===== config.mk =====
export PLATFORM = sky130hd
export DESIGN_NAME = spi_slave_ctrl
export DESIGN_NICKNAME = d
export VERILOG_FILES = /design/src/rtl/spi_pkg.sv /design/src/rtl/spi_slave_sync.sv /design/src/rtl/spi_slave_ctrl.sv
export SDC_FILE = /design/constraint.sdc
export NUM_CORES = 1
export LEC_CHECK = 0
export BUFFER_PORTS_ARGS = -buffer_cell sky130_fd_sc_hd__buf_4
export CORE_ASPECT_RATIO = 0.7
export CORE_MARGIN = 4
export CORE_UTILIZATION = 35
export CTS_CLUSTER_SIZE = 25
export DETAILED_ROUTE_END_ITERATION = 8
export GPL_TIMING_DRIVEN = 0
export RECOVER_POWER = 25
export SYNTH_ARGS = -nofsm -noshare
export SYNTH_HDL_FRONTEND = slang
export SYNTH_SLANG_ARGS = --single-unit

===== constraint.sdc =====
create_clock -name clk_i -period 3.52 [get_ports clk_i]
set_clock_uncertainty 0.1 [all_clocks]
set_input_delay 0.352 -clock clk_i [delete_from_list [all_inputs] [get_ports clk_i]]
set_output_delay 0.352 -clock clk_i [all_outputs]
set_load 0.005 [all_outputs]

===== src/rtl/spi_pkg.sv =====
// Shared definitions for the SPI mode-0 slave: FSM encoding and default geometry.
package spi_pkg;

  typedef enum logic {
    IDLE   = 1'b0,
    ACTIVE = 1'b1
  } spi_state_e;

  localparam int SPI_BYTE_DEFAULT        = 8;
  localparam int SPI_SYNC_STAGES_DEFAULT = 2;

endpackage


===== src/rtl/spi_slave_sync.sv =====
// Multi-flop synchronizer for one asynchronous SPI pin, with single-cycle
// rise/fall pulses derived from the synchronized level.
module spi_slave_sync #(
  parameter int   STAGES  = 2,
  parameter logic RST_VAL = 1'b0
) (
  input  logic clk_i,
  input  logic arst_n_i,
  input  logic async_i,
  output logic sync_o,
  output logic rise_o,
  output logic fall_o
);

  logic [STAGES-1:0] chain_reg;
  logic              prev_reg;

  always_ff @(posedge clk_i) begin
    if (!arst_n_i) begin
      chain_reg <= {STAGES{RST_VAL}};
      prev_reg  <= RST_VAL;
    end else begin
      chain_reg <= {chain_reg[STAGES-2:0], async_i};
      prev_reg  <= chain_reg[STAGES-1];
    end
  end

  assign sync_o = chain_reg[STAGES-1];
  assign rise_o = chain_reg[STAGES-1] & ~prev_reg;
  assign fall_o = ~chain_reg[STAGES-1] & prev_reg;

endmodule


===== src/rtl/spi_slave_ctrl.sv =====
// SPI mode-0 slave: synchronizes SCLK/CS_n/MOSI into clk_i, shifts bytes in and
// out, and double-buffers transmit data through a one-entry holding register.
module spi_slave_ctrl
  import spi_pkg::*;
#(
  parameter int BYTE        = SPI_BYTE_DEFAULT,
  parameter int SYNC_STAGES = SPI_SYNC_STAGES_DEFAULT
) (
  input  logic            clk_i,
  input  logic            arst_n_i,
  input  logic            spi_msb_lsb_sel_i,
  input  logic [BYTE-1:0] spi_send_data_i,
  input  logic            spi_send_valid_i,
  output logic            spi_send_ready_o,
  output logic [BYTE-1:0] spi_recv_data_o,
  output logic            spi_recv_valid_o,
  output logic            spi_busy_o,
  output logic            spi_underrun_o,
  input  logic            spi_clk_i,
  input  logic            spi_cs_n_i,
  input  logic            spi_mosi_i,
  output logic            spi_miso_o
);

  localparam int CW = (BYTE > 1) ? $clog2(BYTE) : 1;
  // Pin order {mosi, cs_n, sclk}; CS_n idles high, the others low.
  localparam logic [2:0] PIN_IDLE = 3'b010;

  logic [2:0] pin_async;
  logic [2:0] pin_sync;
  logic [2:0] pin_rise;
  logic [2:0] pin_fall;

  assign pin_async = {spi_mosi_i, spi_cs_n_i, spi_clk_i};

  generate
    for (genvar gi = 0; gi < 3; gi++) begin : g_sync
      spi_slave_sync #(
        .STAGES  (SYNC_STAGES),
        .RST_VAL (PIN_IDLE[gi])
      ) u_sync (
        .clk_i    (clk_i),
        .arst_n_i (arst_n_i),
        .async_i  (pin_async[gi]),
        .sync_o   (pin_sync[gi]),
        .rise_o   (pin_rise[gi]),
        .fall_o   (pin_fall[gi])
      );
    end
  endgenerate

  logic sclk_rise, sclk_fall, cs_rise, cs_fall, mosi_sync;
  logic unused_sync_bits;

  assign sclk_rise        = pin_rise[0];
  assign sclk_fall        = pin_fall[0];
  assign cs_rise          = pin_rise[1];
  assign cs_fall          = pin_fall[1];
  assign mosi_sync        = pin_sync[2];
  assign unused_sync_bits = &{1'b0, pin_sync[1:0], pin_rise[2], pin_fall[2]};

  spi_state_e      state_reg;
  logic [CW-1:0]   bit_cnt_reg;
  logic [BYTE-1:0] rx_sr_reg;
  logic [BYTE-1:0] tx_sr_reg;
  logic [BYTE-1:0] hold_data_reg;
  logic            hold_full_reg;
  logic [BYTE-1:0] recv_data_reg;
  logic            recv_valid_reg;
  logic            underrun_reg;
  logic            miso_reg;
  logic            skip_fall_reg;
  logic            msb_first_reg;

  logic            hold_wr;
  logic            byte_done;
  logic            tx_load;
  logic            load_msb;
  logic [BYTE-1:0] load_data;
  logic [BYTE-1:0] rx_next;
  logic [BYTE-1:0] tx_shift;

  assign hold_wr   = spi_send_valid_i & ~hold_full_reg;
  // A CS rise in the same cycle wins over the final SCLK rise of a byte.
  assign byte_done = (state_reg == ACTIVE) & ~cs_rise & sclk_rise &
                     (bit_cnt_reg == CW'(BYTE - 1));
  assign tx_load   = ((state_reg == IDLE) & cs_fall) | byte_done;
  // The order select is only latched at CS assertion, so the first load uses the live pin.
  assign load_msb  = (state_reg == IDLE) ? spi_msb_lsb_sel_i : msb_first_reg;
  assign load_data = hold_full_reg ? hold_data_reg : '0;
  assign rx_next   = msb_first_reg ? {rx_sr_reg[BYTE-2:0], mosi_sync}
                                   : {mosi_sync, rx_sr_reg[BYTE-1:1]};
  assign tx_shift  = msb_first_reg ? {tx_sr_reg[BYTE-2:0], 1'b0}
                                   : {1'b0, tx_sr_reg[BYTE-1:1]};

  always_ff @(posedge clk_i) begin
    if (!arst_n_i) begin
      state_reg      <= IDLE;
      bit_cnt_reg    <= '0;
      rx_sr_reg      <= '0;
      tx_sr_reg      <= '0;
      hold_data_reg  <= '0;
      hold_full_reg  <= 1'b0;
      recv_data_reg  <= '0;
      recv_valid_reg <= 1'b0;
      underrun_reg   <= 1'b0;
      miso_reg       <= 1'b0;
      skip_fall_reg  <= 1'b0;
      msb_first_reg  <= 1'b1;
    end else begin
      recv_valid_reg <= 1'b0;
      underrun_reg   <= 1'b0;

      // A load takes the old holding contents; a same-cycle write refills it.
      if (hold_wr) begin
        hold_data_reg <= spi_send_data_i;
      end
      hold_full_reg <= (hold_full_reg & ~tx_load) | hold_wr;

      if (tx_load) begin
        tx_sr_reg    <= load_data;
        miso_reg     <= load_msb ? load_data[BYTE-1] : load_data[0];
        underrun_reg <= ~hold_full_reg;
      end

      case (state_reg)
        IDLE: begin
          if (cs_fall) begin
            state_reg     <= ACTIVE;
            msb_first_reg <= spi_msb_lsb_sel_i;
            bit_cnt_reg   <= '0;
            rx_sr_reg     <= '0;
            skip_fall_reg <= 1'b0;
          end
        end
        ACTIVE: begin
          if (cs_rise) begin
            state_reg     <= IDLE;
            bit_cnt_reg   <= '0;
            rx_sr_reg     <= '0;
            skip_fall_reg <= 1'b0;
            miso_reg      <= 1'b0;
          end else if (sclk_rise) begin
            rx_sr_reg <= rx_next;
            if (byte_done) begin
              bit_cnt_reg    <= '0;
              recv_data_reg  <= rx_next;
              recv_valid_reg <= 1'b1;
              skip_fall_reg  <= 1'b1;
            end else begin
              bit_cnt_reg <= bit_cnt_reg + 1'b1;
            end
          end else if (sclk_fall) begin
            // The fall right after a reload must keep the freshly loaded first bit.
            if (skip_fall_reg) begin
              skip_fall_reg <= 1'b0;
            end else begin
              tx_sr_reg <= tx_shift;
              miso_reg  <= msb_first_reg ? tx_shift[BYTE-1] : tx_shift[0];
            end
          end
        end
        default: state_reg <= IDLE;
      endcase
    end
  end

  assign spi_send_ready_o = ~hold_full_reg;
  assign spi_recv_data_o  = recv_data_reg;
  assign spi_recv_valid_o = recv_valid_reg;
  assign spi_busy_o       = (state_reg == ACTIVE);
  assign spi_underrun_o   = underrun_reg;
  assign spi_miso_o       = miso_reg;

endmodule


==> results.cfg <==
[route]
antenna_left = 0
first_iter_violations = 57
routed_wl_mm = 4.760
avgRoutedWirePerCell_um = 14.00
drc = 0
first_pass_iters = 4
via_per_inst = 4.938
vias = 1679

[synth]
synth_seq_cells = 50
yosys_warnings = 0
synth-simple-area-share_pct = 21.70
synth_fa_ha_area_share_pct = 2.248
syn-instance-count = 228
yosysSeqAreaShare_pct = 44.97
netlist_area_um2 = 2226
synth_compound_area_share_pct = 14.95
synth.net_count = 247
synthXorXnorAreaFrac_pct = 0
synth_top_family_by_area = simple AND/OR/NAND/NOR gates
muxShareOfSynthArea_pct = 11.58
synth_cell_types = 35
avgSynthCellArea_um2 = 9.763

[finish]
area_delta_synth_final_pct = 17.26
diodes = 0
drive_above_1_share_pct = 17.94
nNetsFinal = 280
fin_util_pct = 42.19

[placement]
dp_hpwl_mm = 3.431
io_buffers = 26
gp_congestion = 0.7979
pre_cts_ws_ps = 1747

[timing]
rsz0062_at_grt = false
fmaxAchievable_mhz = 562.0
hold_viol = 0
finalCritPeriodShare_pct = 50.55
slew_violations = 0
finalSetupViolations = 0
max_slew_margin_pct = 66.85
tns_ps = 0
setup_ws_ps = 1741
tightest_slew_ps = 497.2
period_needed_ps = 1779

[critical_path]
critical_path_buf_inv_count = 2
critPathMaxFanout = 10
worstPathArrival_ps = 1860
start_kind = flip-flop
critPathMaxStageDelay_ps = 340
crit_family = simple AND/OR/NAND/NOR gates
cp_slowest_cell = dfxtp_1
critPathKind = reg -> reg
worstSetupEndpointType = flip-flop
cp_cell_sequence = inv_1 > ha_1 > nor3b_2 > nand3_1 > buf_2 > o21ai_1 > a31oi_1
worst_ep_required_time_ps = 3600

[floorplanning]
die_h_um = 74.72
design.die.area_um2 = 7720
rows = 24
die_w_um = 103.3
coreArea_um2 = 6186
initial_utilization_pct = 35.98
io_pins = 28

[worst_hold_path]
hp-class = in -> reg

[clocking]
cts_tree = built
cts-root-buf = clkbuf_8
htree_num_levels = 2
numCtsBuffers = 5
worstSkewPairLatency_ps = 300
cts_buffer_depth = 2
hold_buffers = 0
clk_pin_slew_ps = 90
cts_setup_buffers = 0
clock_sinks = 50
cts-resized-gates = 0

[global_routing]
gr-usage-all-layers_pct = 13.21
grt-ovfl-total = 0
grt_pass1_wl_mm = 7.886
grt_max_degree = 15
antenna_found_initial = 0
grt_pass1_vias = 1603

[power]
ir_drop_mv = 0.1297
power_density_nw_per_um2 = 385.7
p_leak_uw = 0.0009820

[run]
max_cap_viol_count = 0

[run_status]
status = finished clean
==> cell type report <==
class	count	area (um^2)
timing repair buffer	26	195.2
clock buffer	7	86.33
buffer	16	90.09
inverter	3	11.26
fill	614	3576
tap	78	97.59
clock inverter	1	5.005
sequential	50	1001
multi-input combinational	159	1124
==> routing by layer <==
metal | up-vias | GRT usage (%) | share of wire [%]
li1 | 867 | - | -
met4 | 0 | 5.029 | 1.5
met5 | - | 0 | 0
met2 | 35 | 18.19 | 40
met3 | 8 | 2.593 | 4.1
met1 | 769 | 20.12 | 54
==> synth_stat cells, drive strengths merged <==
master	n	area [um^2]
nand2b	5	33.78
nand3b	8	60.06
nor3	1	5.000
mux2i	10	100.1
nor3b	4	45.05
buf	8	60.05
mux2	14	157.7
nor4	1	6.260
clkbuf	8	30.03
a21oi	4	20.02
nor2b	24	150.1
inv	3	11.26
a31oi	9	56.30
nand2	28	105.1
and2	7	43.79
a32oi	10	87.58
and2b	1	7.510
nor2	2	10.01
a21boi	9	67.57
o21ai	11	55.05
a41oi	1	16.27
o21a	1	7.510
ha	4	50.05
nand3	2	10.01
o2111a	1	11.26
or3	1	6.260
o221a	1	11.26
dfxtp	50	1001
==> cells in the final DEF (no fill, tap or decap), drive strengths merged, types with 2 or more instances in the layout <==
cell | Yosys | layout
ha | 4 | 4
o21ai | 11 | 11
nor2 | 2 | 2
inv | 3 | 3
a31oi | 9 | 9
nor2b | 24 | 24
mux2 | 14 | 14
buf | 8 | 28
a32oi | 10 | 10
clkbuf | 8 | 21
nand3 | 2 | 2
nand2 | 28 | 28
nor3b | 4 | 4
a21oi | 4 | 4
a21boi | 9 | 9
mux2i | 10 | 10
and2 | 7 | 7
dfxtp | 50 | 50
nand2b | 5 | 5
nand3b | 8 | 8
==> metrics by stage <==
step	instances	total power (uW)	area (um^2)	hold WS, ps
final	340	1007	2610	137.3
after global routing	340	1055	2610	151.5
after CTS	340	1019	2610	135.7
after detailed placement	332	680.2	2519	296.6
after global placement	332	679.6	2519	298.7
after floorplan	228	649.7	2226	286.3
==> where the power goes <==
part / internal (uW) / switching [uW]
clock: 159 / 182
combinational: 38.3 / 41.4
sequential: 578 / 8.43
==> cells by family after synthesis <==
kind of cell,Yosys count
buffers and inverters,19
AOI/OAI and AO/OA,47
adders and majority gates,4
DFF,50
and+or+nand+nor,84
muxes,24
==> path summary, 6_finish.rpt <==
| path | startpoint | end | slack, ps | depth (start not counted) |
|---|---|---|---|---|
| setup / recovery | g_sync[0].u_sync.prev_reg | tx_sr_reg[6] | 1740 | 7 |
| setup reg to reg | g_sync[0].u_sync.prev_reg | tx_sr_reg[6] | 1740 | 7 |
| hold reg to reg | g_sync[1].u_sync.chain_reg[0] | g_sync[1].u_sync.chain_reg[1] | 310 | 1 |
| hold / removal | spi_cs_n_i | g_sync[1].u_sync.chain_reg[0] | 140 | 2 |
(Power assumes the default switching activity.)
